File: config.mk
export PLATFORM = sky130hd
export DESIGN_NAME = multi_src_reg_flat
export DESIGN_NICKNAME = d
export VERILOG_FILES = /design/src/rtl/multi_src_reg_if.sv /design/src/rtl/multi_src_reg.sv /design/src/flat_wrapper.sv
export SDC_FILE = /design/constraint.sdc
export NUM_CORES = 1
export LEC_CHECK = 0
export CAP_MARGIN = 25
export CORE_MARGIN = 4
export CORE_UTILIZATION = 46
export DETAILED_ROUTE_END_ITERATION = 6
export DONT_BUFFER_PORTS = 1
export GPL_TIMING_DRIVEN = 0
export PLACE_DENSITY_LB_ADDON = 0.25
export SYNTH_ARGS = -nofsm -noshare
export SYNTH_HDL_FRONTEND = slang
export SYNTH_SLANG_ARGS = --single-unit
File: constraint.sdc
create_clock -name clk -period 1.45 [get_ports clk]
set_clock_uncertainty 0.1 [all_clocks]
set_input_delay 0.29 -clock clk [delete_from_list [all_inputs] [get_ports clk]]
set_output_delay 0.29 -clock clk [all_outputs]
set_load 0.005 [all_outputs]
File: src/rtl/multi_src_reg_if.sv
// Bus bundle for multi_src_reg: per-source write ports in, register value and
// conflict status out. master drives the writes, slave is the register.
interface multi_src_reg_if #(
    parameter int WIDTH = 8,
    parameter int NSRC  = 2,
    parameter int CNT_W = 8
);
    localparam int SRC_W = (NSRC > 1) ? $clog2(NSRC) : 1;

    logic [NSRC-1:0]       wr_en;
    logic [NSRC*WIDTH-1:0] wr_mask;
    logic [NSRC*WIDTH-1:0] wr_data;
    logic                  clr_status;
    logic [WIDTH-1:0]      q;
    logic                  conflict;
    logic                  conflict_sticky;
    logic [WIDTH-1:0]      conflict_bits;
    logic [CNT_W-1:0]      conflict_cnt;
    logic                  first_valid;
    logic [SRC_W-1:0]      first_lo;
    logic [SRC_W-1:0]      first_hi;

    modport master (
        output wr_en, wr_mask, wr_data, clr_status,
        input  q, conflict, conflict_sticky, conflict_bits, conflict_cnt,
               first_valid, first_lo, first_hi
    );

    modport slave (
        input  wr_en, wr_mask, wr_data, clr_status,
        output q, conflict, conflict_sticky, conflict_bits, conflict_cnt,
               first_valid, first_lo, first_hi
    );
endinterface

File: src/rtl/multi_src_reg.sv
// Register shared by NSRC masked writers with priority resolution and overlap
// reporting. The first-conflict record is built only with MSR_CONFLICT_LOG_EN.
module multi_src_reg #(
    parameter int WIDTH     = 8,
    parameter int NSRC      = 2,
    parameter bit LAST_WINS = 1'b1,
    parameter int CNT_W     = 8
) (
    input  logic                clk,
    input  logic                rst_n,
    multi_src_reg_if.slave      bus
);
    localparam int SRC_W = (NSRC > 1) ? $clog2(NSRC) : 1;

    logic [WIDTH-1:0] em [NSRC];
    logic [WIDTH-1:0] seen;
    logic [WIDTH-1:0] contested;
    logic [WIDTH-1:0] q_next;
    logic             any_conflict;

    logic [WIDTH-1:0] q_r;
    logic             conflict_r;
    logic             sticky_r;
    logic [WIDTH-1:0] bits_r;
    logic [CNT_W-1:0] cnt_r;

    // A bit is contested once a second source's effective mask hits it.
    always_comb begin
        seen      = '0;
        contested = '0;
        q_next    = q_r;
        for (int s = 0; s < NSRC; s++) begin
            em[s]     = bus.wr_mask[s*WIDTH +: WIDTH] & {WIDTH{bus.wr_en[s]}};
            contested = contested | (seen & em[s]);
            seen      = seen | em[s];
        end
        // Later writes in loop order override earlier ones, so iteration order sets priority.
        if (LAST_WINS) begin
            for (int s = 0; s < NSRC; s++)
                q_next = (q_next & ~em[s]) | (bus.wr_data[s*WIDTH +: WIDTH] & em[s]);
        end else begin
            for (int s = NSRC - 1; s >= 0; s--)
                q_next = (q_next & ~em[s]) | (bus.wr_data[s*WIDTH +: WIDTH] & em[s]);
        end
    end

    assign any_conflict = |contested;

    always_ff @(posedge clk or negedge rst_n) begin
        if (!rst_n) begin
            q_r        <= '0;
            conflict_r <= 1'b0;
            sticky_r   <= 1'b0;
            bits_r     <= '0;
            cnt_r      <= '0;
        end else begin
            q_r        <= q_next;
            conflict_r <= any_conflict;
            // Clear takes effect before this cycle's overlap is folded in.
            if (bus.clr_status) begin
                sticky_r <= any_conflict;
                bits_r   <= contested;
                cnt_r    <= any_conflict ? CNT_W'(1) : '0;
            end else if (any_conflict) begin
                sticky_r <= 1'b1;
                bits_r   <= bits_r | contested;
                if (cnt_r != {CNT_W{1'b1}})
                    cnt_r <= cnt_r + 1'b1;
            end
        end
    end

`ifdef MSR_CONFLICT_LOG_EN
    logic             fv_r;
    logic [SRC_W-1:0] lo_r;
    logic [SRC_W-1:0] hi_r;
    logic [SRC_W-1:0] lo_c;
    logic [SRC_W-1:0] hi_c;
    logic             found;

    always_comb begin
        lo_c  = '0;
        hi_c  = '0;
        found = 1'b0;
        for (int s = 0; s < NSRC; s++) begin
            if (|(em[s] & contested)) begin
                if (!found)
                    lo_c = SRC_W'(s);
                found = 1'b1;
                hi_c  = SRC_W'(s);
            end
        end
    end

    always_ff @(posedge clk or negedge rst_n) begin
        if (!rst_n) begin
            fv_r <= 1'b0;
            lo_r <= '0;
            hi_r <= '0;
        end else if (bus.clr_status || !fv_r) begin
            fv_r <= any_conflict;
            lo_r <= any_conflict ? lo_c : '0;
            hi_r <= any_conflict ? hi_c : '0;
        end
    end

    assign bus.first_valid = fv_r;
    assign bus.first_lo    = lo_r;
    assign bus.first_hi    = hi_r;
`else
    assign bus.first_valid = 1'b0;
    assign bus.first_lo    = '0;
    assign bus.first_hi    = '0;
`endif

    assign bus.q               = q_r;
    assign bus.conflict        = conflict_r;
    assign bus.conflict_sticky = sticky_r;
    assign bus.conflict_bits   = bits_r;
    assign bus.conflict_cnt    = cnt_r;
endmodule

File: src/flat_wrapper.sv
// flat-port wrapper written by rule: the top's interface ports become plain ports
module multi_src_reg_flat 
#(
    parameter int WIDTH     = 8,
    parameter int NSRC      = 2,
    parameter bit LAST_WINS = 1'b1,
    parameter int CNT_W     = 8
)
  (clk, rst_n, bus_wr_en, bus_wr_mask, bus_wr_data, bus_clr_status, bus_q, bus_conflict, bus_conflict_sticky, bus_conflict_bits, bus_conflict_cnt, bus_first_valid, bus_first_lo, bus_first_hi);
  multi_src_reg_if #(.WIDTH(WIDTH), .NSRC(NSRC), .CNT_W(CNT_W)) bus_i ();
  input  logic clk;
  input  logic rst_n;
  input wire logic [$bits(bus_i.wr_en)-1:0] bus_wr_en;
  input wire logic [$bits(bus_i.wr_mask)-1:0] bus_wr_mask;
  input wire logic [$bits(bus_i.wr_data)-1:0] bus_wr_data;
  input wire logic [$bits(bus_i.clr_status)-1:0] bus_clr_status;
  output wire logic [$bits(bus_i.q)-1:0] bus_q;
  output wire logic [$bits(bus_i.conflict)-1:0] bus_conflict;
  output wire logic [$bits(bus_i.conflict_sticky)-1:0] bus_conflict_sticky;
  output wire logic [$bits(bus_i.conflict_bits)-1:0] bus_conflict_bits;
  output wire logic [$bits(bus_i.conflict_cnt)-1:0] bus_conflict_cnt;
  output wire logic [$bits(bus_i.first_valid)-1:0] bus_first_valid;
  output wire logic [$bits(bus_i.first_lo)-1:0] bus_first_lo;
  output wire logic [$bits(bus_i.first_hi)-1:0] bus_first_hi;
  assign bus_i.wr_en = bus_wr_en;
  assign bus_i.wr_mask = bus_wr_mask;
  assign bus_i.wr_data = bus_wr_data;
  assign bus_i.clr_status = bus_clr_status;
  assign bus_q = bus_i.q;
  assign bus_conflict = bus_i.conflict;
  assign bus_conflict_sticky = bus_i.conflict_sticky;
  assign bus_conflict_bits = bus_i.conflict_bits;
  assign bus_conflict_cnt = bus_i.conflict_cnt;
  assign bus_first_valid = bus_i.first_valid;
  assign bus_first_lo = bus_i.first_lo;
  assign bus_first_hi = bus_i.first_hi;
  multi_src_reg #(.WIDTH(WIDTH), .NSRC(NSRC), .LAST_WINS(LAST_WINS), .CNT_W(CNT_W)) u_core (.clk(clk), .rst_n(rst_n), .bus(bus_i));
endmodule
==> impl_metrics.env <==
export IMPL_status="complete, but fails checks"
export IMPL_violations="setup timing"
export IMPL_fin_crit_ns=1.71
export IMPL_crit_chain="ha_2, and3_4, nand3_4, nor3_4, nor4b_2, a221o_1"
export IMPL_synthTopCellsByArea="dfrtp_1 47%, nand2_1 5.7%, inv_1 4.6%, a221oi_1 4.5%, a31oi_1 3.6%"
export IMPL_hold_viol_final=0
export IMPL_syn_area_per_cell_um2=9.55
export IMPL_timing_setup_critical_path_class="reg -> reg"
export IMPL_drc_errors=0
export IMPL_drive_gt1_share_pct=16.8
export IMPL_n_antenna_cell=0
export IMPL_ys_ff_latch=26
export IMPL_wl_per_cell_um=18.6
export IMPL_numPortBuffers=0
export IMPL_ant_nets=0
export IMPL_grt_pass1_wl_um=6380
export IMPL_pwr_share_comb_pct=15.7
export IMPL_first_iter_violations=53
export IMPL_grt_max_degree=27
export IMPL_rows=19
export IMPL_core_um2=2810
export IMPL_cp_arrival_ns=1.83
export IMPL_hold_ws_ns=0.0205
export IMPL_drt_total_wl_um=3800
export IMPL_synth_most_common_cell="dfrtp_1"
export IMPL_p_clk_share_pct=26.3
export IMPL_ys_types=38
export IMPL_via_count=1222
export IMPL_synth_edf_count=0
export IMPL_post_route_period_util_pct=118
export IMPL_use_met3_pct=7.19
export IMPL_synth_main_ff_cell="dfrtp_1"
export IMPL_cts_htree_levels=1
export IMPL_syn_to_final_growth_pct=23.1
export IMPL_cp_end_kind="register"
export IMPL_peakVddDrop_mv=0.633
export IMPL_syn_area_um2=1380
export IMPL_use_met2_pct=36.8
export IMPL_die_area_um2=3930
export IMPL_hold_path_class="in -> reg"
export IMPL_max_stage_delay_ns=0.45
export IMPL_antenna_found_initial=0
export IMPL_leakage_nw=0.769
export IMPL_grt_busiest_layer="met2"
export IMPL_ctsRootBufferMaster="clkbuf_4"
export IMPL_critPathSlowestCell="dfrtp_1"
export IMPL_slew_violations=0
export IMPL_power_switching_uw=384
export IMPL_cp_required_ns=1.57
export IMPL_powerDensity_nw_per_um2=842
export IMPL_ios=66
export IMPL_first_global_vias=1318
export IMPL_setup_ws_ns=-0.261
export IMPL_routed_via_density=5.99
export IMPL_yosys_warnings=0
export IMPL_fp_dieH_um=62.7
export IMPL_synth_cells=144
export IMPL_dp_hpwl_um=2520
export IMPL_netlist_top_cells_count="26 x dfrtp_1, 21 x nand2_1, 17 x inv_1"
export IMPL_ys_seq_area_share_pct=47.3
export IMPL_met1_usage_pct=22.5
export IMPL_yosysTopAreaCellShare_pct=47.3
export IMPL_clock_sinks=26
export IMPL_grtUsageTotal_pct=20.3
export IMPL_cap_violations=0
export IMPL_die_x_um=62.7
export IMPL_synth_top_area_cell="dfrtp_1"
export IMPL_crit_path_max_fanout=4
export IMPL_synthArstFlopShare_pct=100
export IMPL_gp_congestion=0.888
export IMPL_rsz0062_at_grt="yes"
export IMPL_max_freq_ghz=0.584
export IMPL_switching_share_pct=26.9
export IMPL_grt_remaining_overflow=0
export IMPL_cts_buffers=3
export IMPL_clk_pin_slew_ns=0.15
export IMPL_p_int_mw=1.04
export IMPL_startpoint_type="register"
export IMPL_clock_latency_ns=0.33
export IMPL_initial_core_util_pct=49.0
export IMPL_clockBufferDepth=2
export IMPL_finalSetupViolCount=8
export IMPL_drt_first_pass_iters=4
export IMPL_power_frac_seq_pct=58.0
export IMPL_cts_tree="built"
export IMPL_fin_setup_tns_ns=-1.52
export IMPL_fin_nets=212
area by class of cell:
| cell class | count | area (um^2) |
|---|---|---|
| plain buffers | 8 | 46.3 |
| clock buffers | 4 | 36.3 |
| fillers | 235 | 1110 |
| inverters | 17 | 63.8 |
| multi-input cells | 95 | 631 |
| flip-flops and latches | 26 | 652 |
| well taps | 31 | 38.8 |
| repair buffers | 23 | 225 |
stage by stage:
| stage | worst slack, ns | utilization, % | power, mW | cells | cell area [um^2] |
|---|---|---|---|---|---|
| 2_1_floorplan | -0.163 | - | 0.961 | 146 | 1380 |
| 3_3_place_gp | -0.278 | 50.7 | 0.994 | 177 | 1420 |
| 3_5_place_dp | -0.336 | 50.7 | 1.00 | 177 | 1420 |
| 4_1_cts | -0.282 | 59.5 | 1.43 | 202 | 1670 |
| 5_1_grt | -0.319 | 60.3 | 1.51 | 204 | 1690 |
| 6_report | -0.261 | 60.3 | 1.42 | 204 | 1690 |
metal layers:
metal | part of all wire, % | vias up
li1 | - | 564
met1 | 37 | 588
met2 | 53 | 62
met3 | 8.4 | 8
met4 | 1.4 | 0
met5 | 0 | -
power groups by stage:
| stage | clock, mW | sequential (mW) | combinational [mW] |
|---|---|---|---|
| detailed placement | 0 | 0.841 | 0.163 |
| global placement | 0 | 0.840 | 0.154 |
| floorplan | 0 | 0.827 | 0.135 |
| CTS | 0.384 | 0.828 | 0.217 |
| global route | 0.417 | 0.835 | 0.253 |
| finish | 0.375 | 0.826 | 0.223 |
worst max-delay path: cells and delay by family (launching register included):
family / cells / cell delay (ns)
AND/OR/NAND/NOR: 4 / 0.58
flip-flops: 1 / 0.45
AO/OA/AOI/OAI: 1 / 0.27
adder cells (fa/ha/maj): 1 / 0.21
kinds of logic (layout without fill, tap and decap cells):
kind of cell	after synthesis	count (layout)	share of synthesized area, %
DFF	26	26	47.3
AOI/OAI and AO/OA	35	35	18.1
muxes	2	2	1.46
adders and majority gates	1	1	0.910
and+or+nand+nor	50	50	21.4
other	1	3	0.273
xor gates and xnor gates	4	4	2.55
buffers and inverters	25	52	8.01
what timing repair did:
action	in CTS	in global routing
endpoints found under the hold margin	34	1
resized for setup	1	2
setup endpoints to repair	8	8
pin swaps	3	3
setup buffers	5	1
hold buffers	16	1
placed cells by master (no fill, tap or decap), types with 2 or more instances in the layout:
cell / instances
nand2_1: 21
dlygate4sd3_1: 16
xor2_1: 3
nor2_1: 4
a31oi_1: 8
o22ai_1: 8
nand4_2: 2
nor3_1: 3
inv_1: 17
clkbuf_1: 3
clkbuf_4: 3
dfrtp_1: 25
buf_4: 10
conb_1: 3
and3_1: 7
o21ai_0: 3
a221oi_1: 7
o21ai_1: 3
mux2i_1: 2
worst paths after layout:
check | startpoint | end | slack [ns] | cells past startpoint
worst min-delay path | bus_wr_mask[0] | u_core.bus.conflict_bits[0]$_DFFE_PN0P_ | 0.02 | 2
worst max register to register | u_core.bus.conflict_cnt[0]$_DFFE_PN0P_ | u_core.bus.conflict_cnt[1]$_DFFE_PN0P_ | -0.26 | 6
max in group asynchronous | rst_n | u_core.bus.conflict_cnt[1]$_DFFE_PN0P_ | 0.80 | 2
worst max-delay path | u_core.bus.conflict_cnt[0]$_DFFE_PN0P_ | u_core.bus.conflict_cnt[1]$_DFFE_PN0P_ | -0.26 | 6
worst min register to register | u_core.bus.conflict_sticky$_DFFE_PN0P_ | u_core.bus.conflict_sticky$_DFFE_PN0P_ | 0.46 | 2
min in group asynchronous | rst_n | async pin | 0.27 | 2
(Power assumes the default switching activity.)
